--- src/rtl/alu_operand_sequencer.sv ---
// Front-panel sequencer for a 4-bit ALU: debounced step button walks through operand A, operand B,
// opcode entry, then waits for the ALU to settle, captures its result and flags, and shows them.
module alu_operand_sequencer #(
    parameter int DEBOUNCE_CYCLES = 250000,
    parameter int SETTLE_CYCLES   = 2
) (
    input  logic       clk,
    input  logic       rst,
    input  logic       btn_n,
    input  logic [3:0] sw_n,
    input  logic [3:0] alu_y_n,
    input  logic       alu_cout_n,
    input  logic       alu_nz,
    output logic [3:0] ain_n,
    output logic [3:0] bin_n,
    output logic [2:0] opcode_n,
    output logic [3:0] led_n,
    output logic       carry_led_n,
    output logic       zero_led_n,
    output logic [2:0] stage,
    output logic       done
);

    localparam int DB_W = $clog2(DEBOUNCE_CYCLES + 1);
    localparam int ST_W = $clog2(SETTLE_CYCLES + 1);
    localparam logic [DB_W-1:0] DB_LAST = DB_W'(DEBOUNCE_CYCLES - 1);
    localparam logic [ST_W-1:0] ST_LAST = ST_W'(SETTLE_CYCLES - 1);

    typedef enum logic [2:0] {
        ST_ENTER_A  = 3'd0,
        ST_ENTER_B  = 3'd1,
        ST_ENTER_OP = 3'd2,
        ST_EXEC     = 3'd3,
        ST_SHOW     = 3'd4
    } state_t;

    function automatic logic [2:0] stage_of(input state_t s);
        logic [2:0] v;
        case (s)
            ST_ENTER_A:  v = 3'b001;
            ST_ENTER_B:  v = 3'b010;
            ST_ENTER_OP: v = 3'b100;
            default:     v = 3'b000;
        endcase
        return v;
    endfunction

    logic            btn_meta_r, btn_sync_r;
    logic [3:0]      sw_meta_r, sw_sync_r;
    logic            stable_r, stable_nxt_s;
    logic [DB_W-1:0] db_cnt_r, db_cnt_nxt_s;
    logic            press_r, press_nxt_s;
    state_t          state_r, state_nxt_s;
    logic [ST_W-1:0] settle_r, settle_nxt_s;
    logic [3:0]      a_r, a_nxt_s, b_r, b_nxt_s, res_r, res_nxt_s;
    logic [2:0]      op_r, op_nxt_s;
    logic            c_r, c_nxt_s, z_r, z_nxt_s;
    logic            done_r, done_nxt_s;
    logic [2:0]      stage_r, stage_nxt_s;
    logic [3:0]      led_n_r, led_n_nxt_s;
    logic [3:0]      sw_val_s;

    assign sw_val_s = ~sw_sync_r;

    // Two-flop synchronizers; idle level of the active-low inputs is all ones.
    always_ff @(posedge clk) begin
        if (rst) begin
            btn_meta_r <= 1'b1;
            btn_sync_r <= 1'b1;
            sw_meta_r  <= 4'hF;
            sw_sync_r  <= 4'hF;
        end else begin
            btn_meta_r <= btn_n;
            btn_sync_r <= btn_meta_r;
            sw_meta_r  <= sw_n;
            sw_sync_r  <= sw_meta_r;
        end
    end

    // Debouncer: the level must disagree with the stable value for DEBOUNCE_CYCLES clocks in a row.
    always_comb begin
        stable_nxt_s = stable_r;
        db_cnt_nxt_s = DB_W'(0);
        if (btn_sync_r != stable_r) begin
            if (db_cnt_r == DB_LAST) begin
                stable_nxt_s = btn_sync_r;
                db_cnt_nxt_s = DB_W'(0);
            end else begin
                stable_nxt_s = stable_r;
                db_cnt_nxt_s = db_cnt_r + DB_W'(1);
            end
        end else begin
            stable_nxt_s = stable_r;
            db_cnt_nxt_s = DB_W'(0);
        end
        press_nxt_s = stable_r & ~stable_nxt_s;
    end

    // Phase sequencing, operand capture and settle timing.
    always_comb begin
        state_nxt_s  = state_r;
        settle_nxt_s = settle_r;
        a_nxt_s      = a_r;
        b_nxt_s      = b_r;
        op_nxt_s     = op_r;
        res_nxt_s    = res_r;
        c_nxt_s      = c_r;
        z_nxt_s      = z_r;
        done_nxt_s   = 1'b0;
        case (state_r)
            ST_ENTER_A: begin
                if (press_r) begin
                    a_nxt_s     = sw_val_s;
                    state_nxt_s = ST_ENTER_B;
                end else begin
                    state_nxt_s = ST_ENTER_A;
                end
            end
            ST_ENTER_B: begin
                if (press_r) begin
                    b_nxt_s     = sw_val_s;
                    state_nxt_s = ST_ENTER_OP;
                end else begin
                    state_nxt_s = ST_ENTER_B;
                end
            end
            ST_ENTER_OP: begin
                if (press_r) begin
                    op_nxt_s     = sw_val_s[2:0];
                    settle_nxt_s = ST_W'(0);
                    state_nxt_s  = ST_EXEC;
                end else begin
                    state_nxt_s = ST_ENTER_OP;
                end
            end
            ST_EXEC: begin
                // Presses are dropped here, including one landing on the capture cycle.
                if (settle_r == ST_LAST) begin
                    res_nxt_s   = ~alu_y_n;
                    c_nxt_s     = ~alu_cout_n;
                    z_nxt_s     = ~alu_nz;
                    done_nxt_s  = 1'b1;
                    state_nxt_s = ST_SHOW;
                end else begin
                    settle_nxt_s = settle_r + ST_W'(1);
                    state_nxt_s  = ST_EXEC;
                end
            end
            ST_SHOW: begin
                if (press_r) begin
                    state_nxt_s = ST_ENTER_A;
                end else begin
                    state_nxt_s = ST_SHOW;
                end
            end
            default: state_nxt_s = ST_ENTER_A;
        endcase
    end

    // Display and stage values are derived from the upcoming state so they register alongside it.
    always_comb begin
        stage_nxt_s = stage_of(state_nxt_s);
        case (state_nxt_s)
            ST_SHOW: led_n_nxt_s = ~res_nxt_s;
            ST_EXEC: led_n_nxt_s = 4'hF;
            default: led_n_nxt_s = sw_sync_r;
        endcase
    end

    // State and datapath registers.
    always_ff @(posedge clk) begin
        if (rst) begin
            stable_r <= 1'b1;
            db_cnt_r <= DB_W'(0);
            press_r  <= 1'b0;
            state_r  <= ST_ENTER_A;
            settle_r <= ST_W'(0);
            a_r      <= 4'h0;
            b_r      <= 4'h0;
            op_r     <= 3'b000;
            res_r    <= 4'h0;
            c_r      <= 1'b0;
            z_r      <= 1'b0;
            done_r   <= 1'b0;
            stage_r  <= 3'b001;
            led_n_r  <= 4'hF;
        end else begin
            stable_r <= stable_nxt_s;
            db_cnt_r <= db_cnt_nxt_s;
            press_r  <= press_nxt_s;
            state_r  <= state_nxt_s;
            settle_r <= settle_nxt_s;
            a_r      <= a_nxt_s;
            b_r      <= b_nxt_s;
            op_r     <= op_nxt_s;
            res_r    <= res_nxt_s;
            c_r      <= c_nxt_s;
            z_r      <= z_nxt_s;
            done_r   <= done_nxt_s;
            stage_r  <= stage_nxt_s;
            led_n_r  <= led_n_nxt_s;
        end
    end

    assign ain_n       = ~a_r;
    assign bin_n       = ~b_r;
    assign opcode_n    = ~op_r;
    assign carry_led_n = ~c_r;
    assign zero_led_n  = ~z_r;
    assign led_n       = led_n_r;
    assign stage       = stage_r;
    assign done        = done_r;

endmodule

--- config.mk ---
export PLATFORM = sky130hd
export DESIGN_NAME = alu_operand_sequencer
export DESIGN_NICKNAME = d
export VERILOG_FILES = /design/src/rtl/alu_operand_sequencer.sv
export SDC_FILE = /design/constraint.sdc
export NUM_CORES = 1
export LEC_CHECK = 0
export CAP_MARGIN = 10
export CORE_MARGIN = 5
export CORE_UTILIZATION = 53
export DETAILED_ROUTE_END_ITERATION = 10
export GPL_TIMING_DRIVEN = 0
export PLACE_DENSITY_LB_ADDON = 0.08
export SETUP_SLACK_MARGIN = 0.1
export SYNTH_ARGS = -nofsm -noshare
export SYNTH_HDL_FRONTEND = slang
export SYNTH_SLANG_ARGS = --single-unit
--- constraint.sdc ---
create_clock -name clk -period 2.5 [get_ports clk]
set_clock_uncertainty 0.2 [all_clocks]
set_input_delay 0.25 -clock clk [delete_from_list [all_inputs] [get_ports clk]]
set_output_delay 0.25 -clock clk [all_outputs]
set_load 0.005 [all_outputs]
==> impl_metrics.json, run 1 <==
{
  "critPathLaunchType": "flip-flop",
  "peakVddDrop_mv": 0.455,
  "synth_area_mm2": 0.00241,
  "criticalPathCategory": "reg -> reg",
  "portBuffers": 32,
  "grt_max_degree": 11,
  "crit_chain": "buf_6, or4b_1, or4_4, o21ai_4, buf_6, nor2_1",
  "crit_buf_inv": 2,
  "ys.flop_type": "dfxtp_1",
  "hold_path.class": "reg -> reg",
  "core_mm2": 0.00438,
  "synth_edf_count": 0,
  "fp.dieH_um": 77.5,
  "ff2ff_setup_slack_ps": 260,
  "relSlewSlack": 0.521,
  "synth_compound_area_frac": 0.0840,
  "hold_start": "btn_meta_r",
  "final.setup.tns_ps": 0,
  "required_ps": 2530,
  "dr_total_vias": 1852,
  "netlist_instances": 262,
  "cpMostUsedCell": "buf_6",
  "clk_pin_slew_ps": 60,
  "min_path_cells": 1,
  "place_inst": 346,
  "placed_area_mm2": 0.00280,
  "hold_ws_ps": 208,
  "drv_cap": 0,
  "hold_viol": 0,
  "place_congestion": 0.791,
  "p_per_area_mw_per_mm2": 630,
  "stdcell_count": 363,
  "dieArea_mm2": 0.00600,
  "setup_ws_ps": 265,
  "min_to": "btn_sync_r",
  "r2r_end": "db_cnt_r[10]",
  "crit_path_max_fanout": 10,
  "grt_pass1_vias": 1680,
  "antenna_cells": 0,
  "ff2ff_path_depth": 6,
  "finalSetupViolCount": 0,
  "worstSetupPathDepth": 6,
  "htreeDepth": 3,
  "slowest_stage": "or4b_1",
  "layout_common_cells": "dfxtp_1 (60), nor2_1 (43), clkdlybuf4s50_1 (32), inv_1 (20), clkbuf_1 (14)",
  "crit_family": "simple AND/OR/NAND/NOR gates",
  "dieWidth_um": 77.5,
  "cts_max_path_buffers": 2,
  "clock-sinks": 60,
  "synth.top_cell.area_share": 0.498,
  "clkLatencyLatePin_ps": 340,
  "synth_mux_area_frac": 0.0415,
  "synth_area_leaders": "dfxtp_1 (50%), nor2_1 (6.7%), xor2_1 (4.4%)",
  "drtPass1Iterations": 4,
  "wl_um": 4550,
  "p_leak_nw": 1.06,
  "dp_slack_ps": 259,
  "drv_slew": 0,
  "end_kind": "flip-flop",
  "start_util": 0.551,
  "finalPower_mw": 1.89,
  "cts_made_buffers": 9,
  "grt_usage": 0.161,
  "rows": 24,
  "tightest_slew_ps": 716,
  "overflow": 0,
  "antenna_found_initial": 0,
  "outcome": "finished, final reports clean",
  "ys_types": 39,
  "regArea_mm2": 0.00120,
  "synthSimpleGateAreaFrac": 0.243,
  "final_common_cell": "dfxtp_1",
  "synth.avg_cell_area_um2": 9.21,
  "fin_crit_sh": 0.894,
  "syn-num-nets": 277,
  "routedWlPerCell_um": 12.5,
  "rsz0062_at_grt": "false",
  "drive_gt1_frac": 0.0997,
  "nets": 321,
  "ys_warn_count": 0,
  "max_clock_freq_mhz": 447,
  "grt_pass1_wl_um": 7840,
  "first_iter_violations": 92,
  "cts_resized": 0,
  "tritoncts": "done",
  "cpPeakStageDelay_ps": 520,
  "postRouteAntennaNets": 0,
  "rr_startpoint": "db_cnt_r[9]",
  "drc": 0,
  "synth_seq_cells": 60,
  "final_util": 0.686,
  "cts_root_buffer": "clkbuf_8",
  "vias_per_cell": 5.10,
  "io_pins": 34,
  "synthToLayoutAreaGrowth_pct": 24.5,
  "yosys.area_share.xor_xnor": 0.0617,
  "synth-adder-area-share": 0.0104,
  "critPathArrivalTime_ps": 2270,
  "hpwl_um": 3240,
  "yosysSeqAreaShare": 0.498,
  "finalCriticalPeriod_ps": 2240,
  "fin_area_mm2": 0.00301,
  "multi_input_area_mm2": 0.00106,
  "yosys.area.top_type": "dfxtp_1",
  "n_fill_cell": 360,
  "synth_top_family_by_area": "simple AND/OR/NAND/NOR gates",
  "async_flop_share": 0
}
## sequential cells by signal, summed over array words and instances, names as in the netlist, 3 cells and up
name,count
op_r,3
sw_meta_r,4
b_r,4
led_n,4
db_cnt_r,18
res_r,4
a_r,4
sw_sync_r,4
stage,3
state_r,3
## cell families (layout without fill, tap and decap cells)
family / count (synthesis) / count (layout)
AOI/OAI and AO/OA: 29 / 29
xor gates and xnor gates: 17 / 17
adders and majority gates: 2 / 2
buffers and inverters: 35 / 84
DFF: 60 / 60
muxes: 10 / 10
and+or+nand+nor: 109 / 109
## synthesized netlist by cell type (3+ instances only)
cell      instances
xnor2_1           5
o21ai_0           3
a211oi_1         13
dfxtp_1          60
and4_1            5
a21oi_1           7
xor2_1           12
mux2i_1          10
nand2b_1          4
nand4_1           8
nor2_1           43
nand2_1          12
inv_1            20
nand3_1           7
or2_2            11
clkbuf_1         10
## worst max-delay path by stage
stage                        end         from  slack, ps
finish              db_cnt_r[10]  db_cnt_r[9]        260
floorplan           db_cnt_r[10]  db_cnt_r[9]        420
detailed placement  db_cnt_r[10]  db_cnt_r[9]        260
global placement     db_cnt_r[8]  db_cnt_r[9]        270
global route            led_n[0]  settle_r[0]        120
CTS                 db_cnt_r[16]  db_cnt_r[9]        250
## metal layers
layer / vias to the layer above / global-route usage / share of wire
met5: - / 0 / 0
met4: 0 / 0.0928 / 0.025
met3: 10 / 0.0428 / 0.051
met2: 32 / 0.249 / 0.47
met1: 846 / 0.202 / 0.46
li1: 964 / - / -
## worst reg2reg max path, delay by kind of cell, from the launching register on
kind                   cells  cell delay, ps
AND/OR/NAND/NOR            3            1030
buffers and inverters      2             320
flip-flops                 1             310
AO/OA/AOI/OAI              1             280
## layout make-up
class,count,area share
buffer,15,0.0250
clock buffer,15,0.0554
tap,52,0.0216
multi-input combinational,167,0.353
timing repair buffer,33,0.110
clock inverter,1,0.00999
sequential,60,0.400
inverter,20,0.0250
## report_power, final
group | internal (mW) | switching, mW | leakage (nW)
clock | 0.517 | 0.354 | 0.0979
combinational | 0.0304 | 0.0218 | 0.479
sequential | 0.966 | 0.00487 | 0.486
total | 1.51 | 0.381 | 1.06
## what timing repair did
action                                 4_1_cts  5_1_grt
hold buffers                                 1        0
endpoints found under the hold margin        3        0
buffers inserted                             0        0
No activity file was read; power rests on OpenSTA's default activity.
==> inputs of run 2 (changes only) <==
--- a/config.mk
+++ b/config.mk
@@ -7,7 +7,8 @@
 export LEC_CHECK = 0
 export CAP_MARGIN = 10
 export CORE_MARGIN = 5
-export CORE_UTILIZATION = 53
+export CORE_UTILIZATION = 56
+export CTS_BUF_LIST = sky130_fd_sc_hd__clkbuf_2 sky130_fd_sc_hd__clkbuf_4 sky130_fd_sc_hd__clkbuf_8
 export DETAILED_ROUTE_END_ITERATION = 10
 export GPL_TIMING_DRIVEN = 0
 export PLACE_DENSITY_LB_ADDON = 0.08
==> impl_metrics.json, run 2 (same netlist as run 1, synthesis figures left out) <==
{
  "peakVddDrop_mv": 0.521,
  "nets": 321,
  "finalPower_mw": 1.89,
  "overflow": 0,
  "fin_crit_sh": 0.899,
  "layout_common_cells": "dfxtp_1 (60), nor2_1 (43), clkdlybuf4s50_1 (32), inv_1 (20), a211oi_1 (13)",
  "grt_usage": 0.177,
  "cp-startpoint": "db_cnt_r[9]",
  "finalCriticalPeriod_ps": 2250,
  "p_per_area_mw_per_mm2": 627,
  "critPathLaunchType": "flip-flop",
  "grt_pass1_wl_um": 7490,
  "regArea_mm2": 0.00120,
  "dieArea_mm2": 0.00572,
  "drtPass1Iterations": 4,
  "antenna_found_initial": 0,
  "finalSetupViolCount": 0,
  "first_iter_violations": 64,
  "n_fill_cell": 315,
  "cpPeakStageDelay_ps": 530,
  "largest_reg_flops": 18,
  "hpwl_um": 3130,
  "postRouteAntennaNets": 0,
  "dr_total_vias": 1853,
  "wl_um": 4520,
  "clkLatencyLatePin_ps": 330,
  "antenna_cells": 0,
  "cts_made_buffers": 9,
  "clock-sinks": 60,
  "rows": 23,
  "grt_max_degree": 11,
  "start_util": 0.591,
  "grt_pass1_vias": 1687,
  "drv_slew": 0,
  "drive_gt1_frac": 0.116,
  "outcome": "finished, final reports clean",
  "cts_max_path_buffers": 2,
  "clk_pin_slew_ps": 60,
  "portBuffers": 32,
  "rsz0062_at_grt": "false",
  "place_congestion": 0.843,
  "max_clock_freq_mhz": 445,
  "htreeDepth": 3,
  "criticalPathCategory": "reg -> reg",
  "top_register": "db_cnt_r",
  "required_ps": 2520,
  "hold_path.class": "reg -> reg",
  "cts_root_buffer": "clkbuf_8",
  "crit_path_max_fanout": 10,
  "tritoncts": "done",
  "r2r_end": "db_cnt_r[12]",
  "relSlewSlack": 0.510,
  "routedWlPerCell_um": 12.5,
  "io_pins": 34,
  "slowest_stage": "or4b_1",
  "ff2ff_setup_slack_ps": 250,
  "synthToLayoutAreaGrowth_pct": 24.7,
  "multi_input_area_mm2": 0.00106,
  "final_common_cell": "dfxtp_1",
  "critPathArrivalTime_ps": 2270,
  "dieWidth_um": 75.7,
  "fp.dieH_um": 75.7,
  "vias_per_cell": 5.13,
  "drv_cap": 0,
  "p_leak_nw": 1.08,
  "hold_viol": 0,
  "ff2ff_path_depth": 6,
  "drc": 0,
  "core_mm2": 0.00409,
  "crit_chain": "buf_6, or4b_1, or4_4, o21ai_4, buf_6, nor2_1",
  "tightest_slew_ps": 734,
  "final.setup.tns_ps": 0,
  "cpMostUsedCell": "buf_6",
  "end_kind": "flip-flop",
  "endpoint": "db_cnt_r[12]",
  "rr_startpoint": "db_cnt_r[9]"
}
==> run 2: cell count changes in the layout (fill, tap and decap cells not counted), sizes merged <==
cell    previous run  this run
clkbuf            25        21
clkinv             0         4
==> run 2: worst min path at each step <==
stage | depth (start not counted) | start | end
4_1_cts | 1 | btn_meta_r | btn_sync_r
3_5_place_dp | 1 | btn_meta_r | btn_sync_r
6_report | 1 | sw_meta_r[2] | sw_sync_r[2]
2_1_floorplan | 1 | alu_cout_n | c_r
5_1_grt | 1 | sw_meta_r[2] | sw_sync_r[2]
3_3_place_gp | 1 | sw_meta_r[2] | sw_sync_r[2]
==> run 2: layout make-up <==
type,count,area share
flip-flops and latches,60,0.399
multi-input cells,167,0.353
repair buffers,33,0.110
clock buffers,11,0.0503
plain buffers,15,0.0254
inverters,20,0.0249
well taps,50,0.0208
clock inverters,5,0.0166
==> run 2: metal layers <==
metal / track usage / vias up / wire length, µm
li1: - / 967 / -
met1: 0.207 / 831 / 1980
met2: 0.288 / 45 / 2150
met3: 0.0567 / 10 / 284
met4: 0.0932 / 0 / 102
met5: 0 / - / 0
==> run 2: stage by stage <==
step / hold WS (ps) / util / instance area [µm²] / worst slack, ps / std cells
4_1_cts: 209 / 0.736 / 3010 / 229 / 361
3_3_place_gp: 193 / 0.684 / 2800 / 261 / 344
5_1_grt: 226 / 0.736 / 3010 / 153 / 361
2_1_floorplan: 146 / - / 2410 / 417 / 262
6_report: 207 / 0.736 / 3010 / 252 / 361
3_5_place_dp: 193 / 0.684 / 2800 / 249 / 344
==> run 2: critical path, delay by kind of cell, from the launching register on <==
kind	cells	cell delay, ps
AND/OR/NAND/NOR	3	1040
AO/OA/AOI/OAI	1	280
buffers and inverters	2	320
flip-flops	1	310
==> run 2: repair_timing <==
item | CTS | global route
hold buffers | 1 | 0
hold endpoints to repair | 1 | 0
resized for setup | 0 | 2
buffers inserted | 0 | 0
endpoints found under the setup margin | 0 | 1
==> run 2: power breakdown <==
group          internal [mW]  total, mW  switching (mW)  leakage [nW]
clock network          0.507      0.864           0.357         0.109
registers              0.966      0.970         0.00480         0.486
logic                 0.0304     0.0520          0.0216         0.483
